**config.mk**
```make
export PLATFORM = sky130hd
export DESIGN_NAME = cp0_commit_unit
export DESIGN_NICKNAME = d
export VERILOG_FILES = /design/src/rtl/cp0_commit_unit.sv
export SDC_FILE = /design/constraint.sdc
export NUM_CORES = 1
export LEC_CHECK = 0
export CAP_MARGIN = 10
export CORE_AREA = 2 2 183 185
export DETAILED_ROUTE_END_ITERATION = 16
export DIE_AREA = 0 0 185 187
export PLACE_DENSITY = 0.63
export SKIP_LAST_GASP = 1
export SYNTH_ARGS = -nofsm -noshare
export SYNTH_HDL_FRONTEND = slang
export SYNTH_SLANG_ARGS = --single-unit
```
**constraint.sdc**
```tcl
create_clock -name clk -period 6.3 [get_ports clk]
set_input_delay 1.26 -clock clk [delete_from_list [all_inputs] [get_ports clk]]
set_output_delay 1.26 -clock clk [all_outputs]
set_load 0.02 [all_outputs]
```
**src/rtl/cp0_commit_unit.sv**
```systemverilog
// cp0_commit_unit
//
// Registered CP0 state and commit-side control for the mycpu pipeline.
// One instruction may commit per cycle. An exception or ERET commit produces a
// one-cycle fetch redirect pulse on the following cycle. The core CP0
// registers are held in flops inside this block: BadVAddr, Count, Compare,
// Status, Cause, EPC and ErrorEPC.
//
// Ports:
//   clk, reset          clock, synchronous active-high reset
//   ext_int             external interrupt levels (N_EXT_INT lines)
//   c_valid ... c_wdata commit-side information for the retiring instruction
//   rd_addr / rd_data   MFC0 read port (combinational)
//   int_pending         an enabled, unmasked interrupt is pending
//   redirect_valid/_pc  registered fetch redirect pulse and target
//   status_out/epc_out  current Status and EPC
//
// Configuration macro:
//   CP0_MFC0_BYPASS_EN  when defined, an MFC0 that reads the register being
//                       written by a same-cycle MTC0 sees the post-write value.

module cp0_commit_unit #(
  parameter int          N_EXT_INT     = 6,
  parameter int          COUNT_DIV     = 2,
  parameter logic [31:0] VEC_BEV_BASE  = 32'hbfc00200,
  parameter logic [31:0] VEC_NORM_BASE = 32'h80000000
) (
  input  logic                 clk,
  input  logic                 reset,
  input  logic [N_EXT_INT-1:0] ext_int,
  input  logic                 c_valid,
  input  logic [31:0]          c_pc,
  input  logic                 c_exc,
  input  logic [4:0]           c_code,
  input  logic                 c_delayed,
  input  logic [31:0]          c_badvaddr,
  input  logic                 c_eret,
  input  logic                 c_mtc0,
  input  logic [4:0]           c_cp0_addr,
  input  logic [31:0]          c_wdata,
  input  logic [4:0]           rd_addr,
  output logic [31:0]          rd_data,
  output logic                 int_pending,
  output logic                 redirect_valid,
  output logic [31:0]          redirect_pc,
  output logic [31:0]          status_out,
  output logic [31:0]          epc_out
);

  localparam int            PW         = (COUNT_DIV > 1) ? $clog2(COUNT_DIV) : 1;
  localparam logic [PW-1:0] PRESC_LAST = PW'(COUNT_DIV - 1);

  localparam logic [4:0] REG_BADVADDR = 5'd8;
  localparam logic [4:0] REG_COUNT    = 5'd9;
  localparam logic [4:0] REG_COMPARE  = 5'd11;
  localparam logic [4:0] REG_STATUS   = 5'd12;
  localparam logic [4:0] REG_CAUSE    = 5'd13;
  localparam logic [4:0] REG_EPC      = 5'd14;
  localparam logic [4:0] REG_ERROREPC = 5'd30;

  localparam logic [31:0] STATUS_RESET = 32'h0040_0000;

  // Status bit positions
  localparam int ST_IE  = 0;
  localparam int ST_EXL = 1;
  localparam int ST_ERL = 2;
  localparam int ST_BEV = 22;

  // Architectural state
  logic [31:0]          status_q,   status_d;
  logic [31:0]          epc_q,      epc_d;
  logic [31:0]          errorepc_q, errorepc_d;
  logic [31:0]          badvaddr_q, badvaddr_d;
  logic [31:0]          count_q,    count_d;
  logic [31:0]          compare_q,  compare_d;
  logic [PW-1:0]        presc_q,    presc_d;
  logic                 cause_bd_q, cause_bd_d;
  logic                 cause_ti_q, cause_ti_d;
  logic                 cause_iv_q, cause_iv_d;
  logic [1:0]           cause_swip_q, cause_swip_d;
  logic [4:0]           cause_exc_q,  cause_exc_d;
  logic [N_EXT_INT-1:0] ext_int_q,  ext_int_d;
  logic                 redirect_valid_q, redirect_valid_d;
  logic [31:0]          redirect_pc_q,    redirect_pc_d;

  // Decoded commit actions, already resolved for priority exc > eret > mtc0
  logic commit_exc, commit_eret, commit_mtc0;
  logic wr_badvaddr, wr_count, wr_compare, wr_status, wr_cause, wr_epc, wr_errorepc;
  logic count_inc;

  logic [7:0]  cause_ip;
  logic [31:0] cause_val;
  logic [31:0] rd_current;

  // Interrupt-pending vector: software bits, registered external lines, and
  // the timer folded into the top bit alongside the last external line.
  function automatic logic [7:0] build_ip(input logic [1:0]           swip,
                                          input logic [N_EXT_INT-1:0] ext,
                                          input logic                 ti);
    logic [7:0] ip;
    ip = {6'b0, swip};
    for (int i = 0; i < N_EXT_INT; i++) begin
      ip[2+i] = ext[i];
    end
    ip[7] = ip[7] | ti;
    return ip;
  endfunction

  function automatic logic [31:0] pack_cause(input logic       bd,
                                             input logic       ti,
                                             input logic       iv,
                                             input logic [7:0] ip,
                                             input logic [4:0] exc);
    return {bd, ti, 6'b0, iv, 7'b0, ip, 1'b0, exc, 2'b0};
  endfunction

  function automatic logic [31:0] read_sel(input logic [4:0]  addr,
                                           input logic [31:0] badv,
                                           input logic [31:0] cnt,
                                           input logic [31:0] cmp,
                                           input logic [31:0] st,
                                           input logic [31:0] cause,
                                           input logic [31:0] epc,
                                           input logic [31:0] errepc);
    logic [31:0] v;
    case (addr)
      REG_BADVADDR: v = badv;
      REG_COUNT:    v = cnt;
      REG_COMPARE:  v = cmp;
      REG_STATUS:   v = st;
      REG_CAUSE:    v = cause;
      REG_EPC:      v = epc;
      REG_ERROREPC: v = errepc;
      default:      v = 32'h0;
    endcase
    return v;
  endfunction

  // Current Cause value as seen by software and by the interrupt logic.
  always_comb begin
    cause_ip  = build_ip(cause_swip_q, ext_int_q, cause_ti_q);
    cause_val = pack_cause(cause_bd_q, cause_ti_q, cause_iv_q, cause_ip, cause_exc_q);
  end

  // Commit decode. Only one of exc / eret / mtc0 takes effect per cycle.
  always_comb begin
    commit_exc  = c_valid & c_exc;
    commit_eret = c_valid & ~c_exc & c_eret;
    commit_mtc0 = c_valid & ~c_exc & ~c_eret & c_mtc0;

    wr_badvaddr = commit_mtc0 & (c_cp0_addr == REG_BADVADDR);
    wr_count    = commit_mtc0 & (c_cp0_addr == REG_COUNT);
    wr_compare  = commit_mtc0 & (c_cp0_addr == REG_COMPARE);
    wr_status   = commit_mtc0 & (c_cp0_addr == REG_STATUS);
    wr_cause    = commit_mtc0 & (c_cp0_addr == REG_CAUSE);
    wr_epc      = commit_mtc0 & (c_cp0_addr == REG_EPC);
    wr_errorepc = commit_mtc0 & (c_cp0_addr == REG_ERROREPC);
  end

  // Next-state computation for every CP0 register and the redirect.
  always_comb begin
    status_d         = status_q;
    epc_d            = epc_q;
    errorepc_d       = errorepc_q;
    badvaddr_d       = badvaddr_q;
    count_d          = count_q;
    compare_d        = compare_q;
    presc_d          = presc_q;
    cause_bd_d       = cause_bd_q;
    cause_ti_d       = cause_ti_q;
    cause_iv_d       = cause_iv_q;
    cause_swip_d     = cause_swip_q;
    cause_exc_d      = cause_exc_q;
    ext_int_d        = ext_int;
    redirect_valid_d = commit_exc | commit_eret;
    redirect_pc_d    = redirect_pc_q;
    count_inc        = 1'b0;

    // A software Count load restarts the prescaler and suppresses the
    // increment that would otherwise happen this cycle.
    if (wr_count) begin
      count_d = c_wdata;
      presc_d = '0;
    end else if (presc_q == PRESC_LAST) begin
      presc_d   = '0;
      count_d   = count_q + 32'd1;
      count_inc = 1'b1;
    end else begin
      presc_d = presc_q + PW'(1);
    end

    if (count_inc && ((count_q + 32'd1) == compare_q)) begin
      cause_ti_d = 1'b1;
    end

    // Writing Compare acknowledges the timer; it wins over a same-cycle match.
    if (wr_compare) begin
      compare_d  = c_wdata;
      cause_ti_d = 1'b0;
    end

    if (commit_exc) begin
      // A nested exception (EXL already set) keeps the original EPC/BD so
      // that the outer handler can still return correctly.
      if (!status_q[ST_EXL]) begin
        epc_d      = c_delayed ? (c_pc - 32'd4) : c_pc;
        cause_bd_d = c_delayed;
      end
      status_d[ST_EXL] = 1'b1;
      cause_exc_d      = c_code;
      if (c_code == 5'd4 || c_code == 5'd5) begin
        badvaddr_d = c_badvaddr;
      end
      redirect_pc_d = (status_q[ST_BEV] ? VEC_BEV_BASE : VEC_NORM_BASE) +
                      (((c_code == 5'd0) && cause_iv_q) ? 32'h200 : 32'h180);
    end else if (commit_eret) begin
      if (status_q[ST_ERL]) begin
        status_d[ST_ERL] = 1'b0;
        redirect_pc_d    = errorepc_q;
      end else begin
        status_d[ST_EXL] = 1'b0;
        redirect_pc_d    = epc_q;
      end
    end

    if (wr_badvaddr) badvaddr_d = c_wdata;
    if (wr_status)   status_d   = c_wdata;
    if (wr_epc)      epc_d      = c_wdata;
    if (wr_errorepc) errorepc_d = c_wdata;
    // Only IV and the two software interrupt bits of Cause are writable.
    if (wr_cause) begin
      cause_iv_d   = c_wdata[23];
      cause_swip_d = c_wdata[9:8];
    end
  end

  // State register update.
  always_ff @(posedge clk) begin
    if (reset) begin
      status_q         <= STATUS_RESET;
      epc_q            <= 32'h0;
      errorepc_q       <= 32'h0;
      badvaddr_q       <= 32'h0;
      count_q          <= 32'h0;
      compare_q        <= 32'h0;
      presc_q          <= '0;
      cause_bd_q       <= 1'b0;
      cause_ti_q       <= 1'b0;
      cause_iv_q       <= 1'b0;
      cause_swip_q     <= 2'b0;
      cause_exc_q      <= 5'b0;
      ext_int_q        <= '0;
      redirect_valid_q <= 1'b0;
      redirect_pc_q    <= 32'h0;
    end else begin
      status_q         <= status_d;
      epc_q            <= epc_d;
      errorepc_q       <= errorepc_d;
      badvaddr_q       <= badvaddr_d;
      count_q          <= count_d;
      compare_q        <= compare_d;
      presc_q          <= presc_d;
      cause_bd_q       <= cause_bd_d;
      cause_ti_q       <= cause_ti_d;
      cause_iv_q       <= cause_iv_d;
      cause_swip_q     <= cause_swip_d;
      cause_exc_q      <= cause_exc_d;
      ext_int_q        <= ext_int_d;
      redirect_valid_q <= redirect_valid_d;
      redirect_pc_q    <= redirect_pc_d;
    end
  end

  // MFC0 read port.
  always_comb begin
    rd_current = read_sel(rd_addr, badvaddr_q, count_q, compare_q, status_q,
                          cause_val, epc_q, errorepc_q);
  end

`ifdef CP0_MFC0_BYPASS_EN
  logic [31:0] cause_next;
  logic [31:0] rd_next;

  // Post-write view of the register file, used when the MFC0 targets the
  // register an MTC0 is writing in the same cycle.
  always_comb begin
    cause_next = pack_cause(cause_bd_d, cause_ti_d, cause_iv_d,
                            build_ip(cause_swip_d, ext_int_d, cause_ti_d),
                            cause_exc_d);
    rd_next    = read_sel(rd_addr, badvaddr_d, count_d, compare_d, status_d,
                          cause_next, epc_d, errorepc_d);
    if (c_valid && c_mtc0 && (c_cp0_addr == rd_addr)) begin
      rd_data = rd_next;
    end else begin
      rd_data = rd_current;
    end
  end
`else
  assign rd_data = rd_current;
`endif

  // Interrupts are taken only with IE set and outside exception/error level.
  assign int_pending = status_q[ST_IE] & ~status_q[ST_EXL] & ~status_q[ST_ERL] &
                       (|(cause_ip & status_q[15:8]));

  assign redirect_valid = redirect_valid_q;
  assign redirect_pc    = redirect_pc_q;
  assign status_out     = status_q;
  assign epc_out        = epc_q;

endmodule

```
==> results.yml <==
clock_tree:
  clock_sinks: 242
  cts_buffers: 27
  clk_path_buf_depth: 3
  cts_resized: 0
  h-tree-depth: 1
  clock_latency_ps: 560
  cts_setup_buffers: 0
  cts-root-buf: "clkbuf_16"
  clk_pin_slew_ps: 60
  cts_tree: "done"
  hold_buffers: 0
synthesis:
  synth_edf_count: 0
  ys_seq_area_share_pct: 37.8
  synth_seq_cells: 242
  synth_top_area_share_pct: 37.8
  synth_area_leader_cell: "dfxtp_1"
  synth.distinct_cells: 54
  yosys_warnings: 0
  ys_async_sr_fraction_pct: 0
  syn_nets: 1740
  syn_area_um2: 12800
  synth_cells: 1613
  synthTopCellsByArea: "dfxtp_1 38%, mux2i_1 8.9%, nand2_1 8.7%, a21oi_1 6.1%, nor2_1 5.1%"
  synth_ff_type: "dfxtp_1"
  syn_avg_cell_area_um2: 7.95
setup_path:
  rr_endpoint: "count_q[31]"
  cp_cell_sequence: "clkdlybuf4s50_1 -> buf_4 -> nor2b_1 -> buf_4 -> nand3_1 -> buf_4 -> nor2_1 -> a221oi_1 -> o21ai_0 -> clkdlybuf4s50_1"
  critPathTopFamily: "buffers and inverters"
  slowest_stage: "clkdlybuf4s50_1"
  cp_max_fo: 19
  critPathCaptureType: "output port"
  critPathLaunchType: "primary input"
  timing.critical_path.mode_cell: "buf_4"
  arrival_ps: 3990
  crit_type: "in -> out"
  critPathBufInv: 5
  crit_path_end: "rd_data[31]"
  cp-startpoint: "rd_addr[0]"
  r2r_cells: 6
  r2r-start: "count_q[7]"
  worstPathRequired_ps: 5040
  cpPeakStageDelay_ps: 690
  r2r_setup_slack_ps: 3390
  cp.depth: 10
power:
  vdd_drop_max_mv: 0.217
  power_leakage_nw: 5.42
  power_density_nw_per_um2: 220
hold_path:
  hp-class: "reg -> reg"
  holdPathStages: 2
timing:
  worst_pin_slew_ps: 1070
  hold_violations: 0
  setup_viol: 0
  fmaxAchievable_mhz: 191
  drv_slew: 0
  finalWorstSetupSlack_ps: 1050
  slew_headroom_pct: 28.5
  fin_tns_setup_ps: 0
  rsz0062_at_grt: "no"
  min_period_ps: 5250
  fin_skew_ps: 6.70
  fin_crit_sh_pct: 83.3
global_routing:
  grt_usage_pct: 28.8
  grt_pass1_wl_mm: 76.1
  grt_pass1_vias: 12268
  grt.overflow.total: 0
  grt_max_degree: 175
  antenna_found_initial: 1
drt:
  wl_mm: 51.2
  vias: 12908
  viasPerCell: 5.72
  dr.first_iter.drc_count: 1346
  wl_per_cell_um: 22.7
  route.met2.wl_mm: 22.5
  ant_nets: 0
  wl_met3_mm: 4.98
  drc: 0
  dr.max_layer_used: "met4"
  drt-met1-wl_mm: 22.2
  drtPass1Iterations: 7
final_layout:
  area_growth_pct: 29.3
  antenna_cells: 0
  layout.nets: 1915
  drive_gt1_share_pct: 5.81
placed_design:
  dp_hpwl_mm: 37.3
  post-place-ws_ps: 1100
  portBuffers: 253
  gp_congestion: 0.947
floorplanning:
  ios: 254
  rows: 67
  initial_core_util_pct: 39.0
  die_area_um2: 34600
  die_h_um: 187
  die-width_um: 185
  coreArea_um2: 32900
job:
  max_cap_viol_count: 0
outcome:
  status: "finished, final reports clean"
[worst min path at each step]
stage	from	end	slack, ps
4_1_cts	cause_exc_q[4]	cause_exc_q[4]	460
3_5_place_dp	cause_exc_q[4]	cause_exc_q[4]	450
2_1_floorplan	cause_bd_q	cause_bd_q	430
5_1_grt	cause_exc_q[1]	cause_exc_q[1]	490
6_report	cause_exc_q[4]	cause_exc_q[4]	460
3_3_place_gp	cause_exc_q[1]	cause_exc_q[1]	450
[routing by layer]
metal | GRT usage [%] | vias up
met2 | 43.6 | 613
met3 | 6.80 | 89
li1 | - | 6062
met5 | 0 | -
met4 | 8.52 | 0
met1 | 40.5 | 6144
[per-stage QoR]
step | area (µm²) | cells | utilization (%) | hold slack (ps) | power, mW
2_1_floorplan | 12800 | 1613 | - | 433 | 1.78
3_3_place_gp | 15600 | 2206 | 47.5 | 451 | 2.00
3_5_place_dp | 15600 | 2206 | 47.5 | 453 | 2.01
4_1_cts | 16500 | 2254 | 50.3 | 461 | 3.65
5_1_grt | 16600 | 2255 | 50.4 | 492 | 3.74
6_report | 16600 | 2255 | 50.4 | 464 | 3.64
[power by group]
part / switching (mW) / internal, mW / total (mW)
Sequential: 0.0319 / 1.56 / 1.59
Clock: 0.684 / 0.982 / 1.67
Combinational: 0.218 / 0.168 / 0.386
Total: 0.934 / 2.71 / 3.64
[registers in the layout (all words and copies together), names as in the netlist]
name / cells
cause_exc_q: 5
cause_swip_q: 2
compare_q: 32
presc_q: 1
cause_iv_q: 1
status_out: 32
badvaddr_q: 32
redirect_valid: 1
epc_out: 32
cause_ti_q: 1
redirect_pc: 32
cause_bd_q: 1
ext_int_q: 6
errorepc_q: 32
count_q: 32
[cells in the mapped netlist (3+ instances only)]
master and n:
nor4_1 11, mux2i_1 114, nand3b_1 7, a222oi_1 9
o21ai_0 24, o211ai_1 9, clkbuf_1 107, a22oi_1 34
o31ai_1 3, or3_1 7, a221oi_1 26, a31oi_1 6
mux2_2 10, a211oi_1 81, and4_1 3, or4_1 3
nand2_1 298, xnor2_1 61, xor2_1 45, a21oi_1 155
nand4_1 23, nand2b_1 10, o221ai_1 11, nor2_1 174
nand3_1 26, buf_1 13, ha_1 3, inv_1 4
nor2b_1 12, and3_1 15, buf_2 11, and2_1 7
nor3_1 21, dfxtp_1 242
[placed cells by master (no fill, tap or decap), drive strengths merged, types with 21 or more instances in the layout]
| cell | instances |
|---|---|
| xor2 | 45 |
| dfxtp | 242 |
| nand2 | 298 |
| a211oi | 81 |
| o21ai | 24 |
| clkdlybuf4s50 | 251 |
| a21oi | 155 |
| clkbuf | 35 |
| a221oi | 26 |
| nand4 | 24 |
| nor2 | 174 |
| a22oi | 34 |
| nand3 | 26 |
| mux2i | 114 |
| buf | 29 |
| nor3 | 21 |
| xnor2 | 61 |
[worst reg2reg max path, stage by stage (launching register included)]
cell and delay, ps:
dfxtp_1 590, nand4_1 310, nor4_2 800, and3_1 320
nand2_1 160, or3_1 380, a311oi_1 250
[area by class of cell]
class | instances | area (µm²)
Inverter | 4 | 15.0
Tap cell | 448 | 561
Fill cell | 3226 | 16300
Multi-Input combinational cell | 1233 | 7460
Sequential cell | 242 | 4850
Clock buffer | 35 | 766
Timing Repair Buffer | 280 | 2760
Clock inverter | 13 | 164
[kinds of logic after synthesis]
group                    share of synthesized area, %
XOR/XNOR                                         7.24
adder cells (fa/ha/maj)                         0.293
AND/OR/NAND/NOR                                  21.9
buffers and inverters                            4.25
flip-flops                                       37.8
AO/OA/AOI/OAI                                    18.5
multiplexers                                     9.96
No activity file was read; power rests on OpenSTA's default activity.
==> RTL change, RTL diff (same flow settings) <==
The parameter `N_EXT_INT` goes from 6 to 3.
--- a/src/rtl/cp0_commit_unit.sv
+++ b/src/rtl/cp0_commit_unit.sv
@@ -20,7 +20,7 @@
 //                       written by a same-cycle MTC0 sees the post-write value.
 
 module cp0_commit_unit #(
-  parameter int          N_EXT_INT     = 6,
+  parameter int          N_EXT_INT     = 3,
   parameter int          COUNT_DIV     = 2,
   parameter logic [31:0] VEC_BEV_BASE  = 32'hbfc00200,
   parameter logic [31:0] VEC_NORM_BASE = 32'h80000000
Ports: changed (resized ext_int); port bits go from 254 to 251. The function was not compared with the original's and may differ.
==> RTL change against the unedited design <==
Sequential cell count down 3; critical path type unchanged; area after synthesis is 0.22% higher; worst setup slack got worse by 0.16 ns; final area rose by 0.49%; clock skew is essentially flat; total power grew 2.3%; routed wire length increased by 2.8%.
==> RTL change: results (changes against the unedited design) <==
- First-pass GRT wire length: 78700 um (+3.5%)
- Yosys cell types: 60 (+11%)
- NetSw: 0.918 mW (-1.7%)
- Post-synthesis adder-cell area fraction: 0.292% (-0.00066 points)
- Pre-CTS setup slack: 0.938 ns (-0.163 ns)
- Mux cell area share after synthesis: 9.67% (-0.29 points)
- Pleak: 5.46 nW (+0.76%)
- GRT met3 Usage: 5.32% (-1.5 points)
- R2R cell count: 7 (+1)
- Area contributors post-synth: dfxtp_1, mux2i_1, nand2_1
- Syn_nets: 1760 (+1.1%)
- Fill count: 3209 (-0.53%)
- Max IR drop VDD: 0.230 mV (+6.0%)
- Wire length per cell: 23.1 um (+1.8%)
- P_comb: 0.380 mW (-2%)
- Routability cong.: 0.948 (+0.14%)
- Sequential share of the synthesized area: 37.2% (-0.55 points)
- Clock Skews: 0.00695 ns (+0.000246 ns)
- Top Metal Used: met5
- Initial drt markers: 1339 (-0.52%)
- Worst Path Arrival: 4.14 ns (+0.15 ns)
- Final HPWL DP: 38600 um (+3.4%)
- Met1 WL: 23500 um (+5.8%)
- Most frequent cells after synthesis: nand2_1, dfxtp_1, nor2_1
- Routing usage on met1: 43.0% (+2.5 points)
- Total Routing Usage GR: 29.7% (+0.90 points)
- Post-synthesis xor/xnor area fraction: 6.34% (-0.90 points)
- Vias per std cell: 5.77 (+0.84%)
- Share of cells above drive strength 1: 5.75% (-0.064 points)
- Max_slew headroom: 22.1% (-6.3 points)
- Port Buffers: 250 (-1.2%)
- Number of global-route vias before repair: 12.4k (+0.73%)
- Drt first pass iters: 5 (-2)
- Met3 WL: 4610 um (-7.4%)
- Final nets: 1932 (+0.89%)
- Status: finished clean
- GR Util met2: 45.5% (+1.9 points)
- Synth Area in Compound Gates: 19.7% (+1.1 points)
RTL change: critical path, cell delays in order:
cell and delay [ns]:
clkdlybuf4s50_1 0.56, nor2b_1 0.17, buf_4 0.22, nand3_1 0.44, nor2_1 0.55, a22oi_1 0.13, nand3_1 0.13, clkdlybuf4s50_1 0.68
RTL change: worst paths after layout:
check / to / slack, ns / startpoint
worst max-delay path: rd_data[30] / 0.90 / rd_addr[0]
worst min register to register: cause_exc_q[0]$_SDFFE_PP0P_ / 0.47 / cause_exc_q[0]$_SDFFE_PP0P_
worst max register to register: cause_ti_q$_SDFFE_PP0P_ / 2.87 / count_q[2]$_SDFFE_PP0P_
worst min-delay path: cause_exc_q[0]$_SDFFE_PP0P_ / 0.47 / cause_exc_q[0]$_SDFFE_PP0P_
RTL change: logic make-up (layout without fill, tap and decap cells):
kind of cell,count (synthesis),in the layout
other,0,1
DFF,239,239
buffers and inverters,147,338
AOI/OAI and AO/OA,394,394
and+or+nand+nor,638,638
muxes,122,122
xor gates and xnor gates,93,93
adders and majority gates,3,3
RTL change: final cells by class:
class / instances / area, sq um / share of cell area [%]
inverters: 12 / 45.0 / 0.270
repair buffers: 278 / 2720 / 16.4
flip-flops and latches: 239 / 4790 / 28.7
well taps: 448 / 561 / 3.37
clock buffers: 37 / 783 / 4.70
diodes: 1 / 2.50 / 0.0150
multi-input cells: 1250 / 7530 / 45.2
clock inverters: 11 / 218 / 1.31
RTL change: metrics by stage:
stage	std cells	total power [mW]	cell area (sq um)	hold slack [ns]
4_1_cts	2274	3.74	16600	0.465
6_report	2276	3.73	16700	0.467
3_3_place_gp	2226	1.98	15600	0.457
5_1_grt	2275	3.84	16600	0.482
3_5_place_dp	2226	1.98	15600	0.456
2_1_floorplan	1636	1.75	12800	0.433
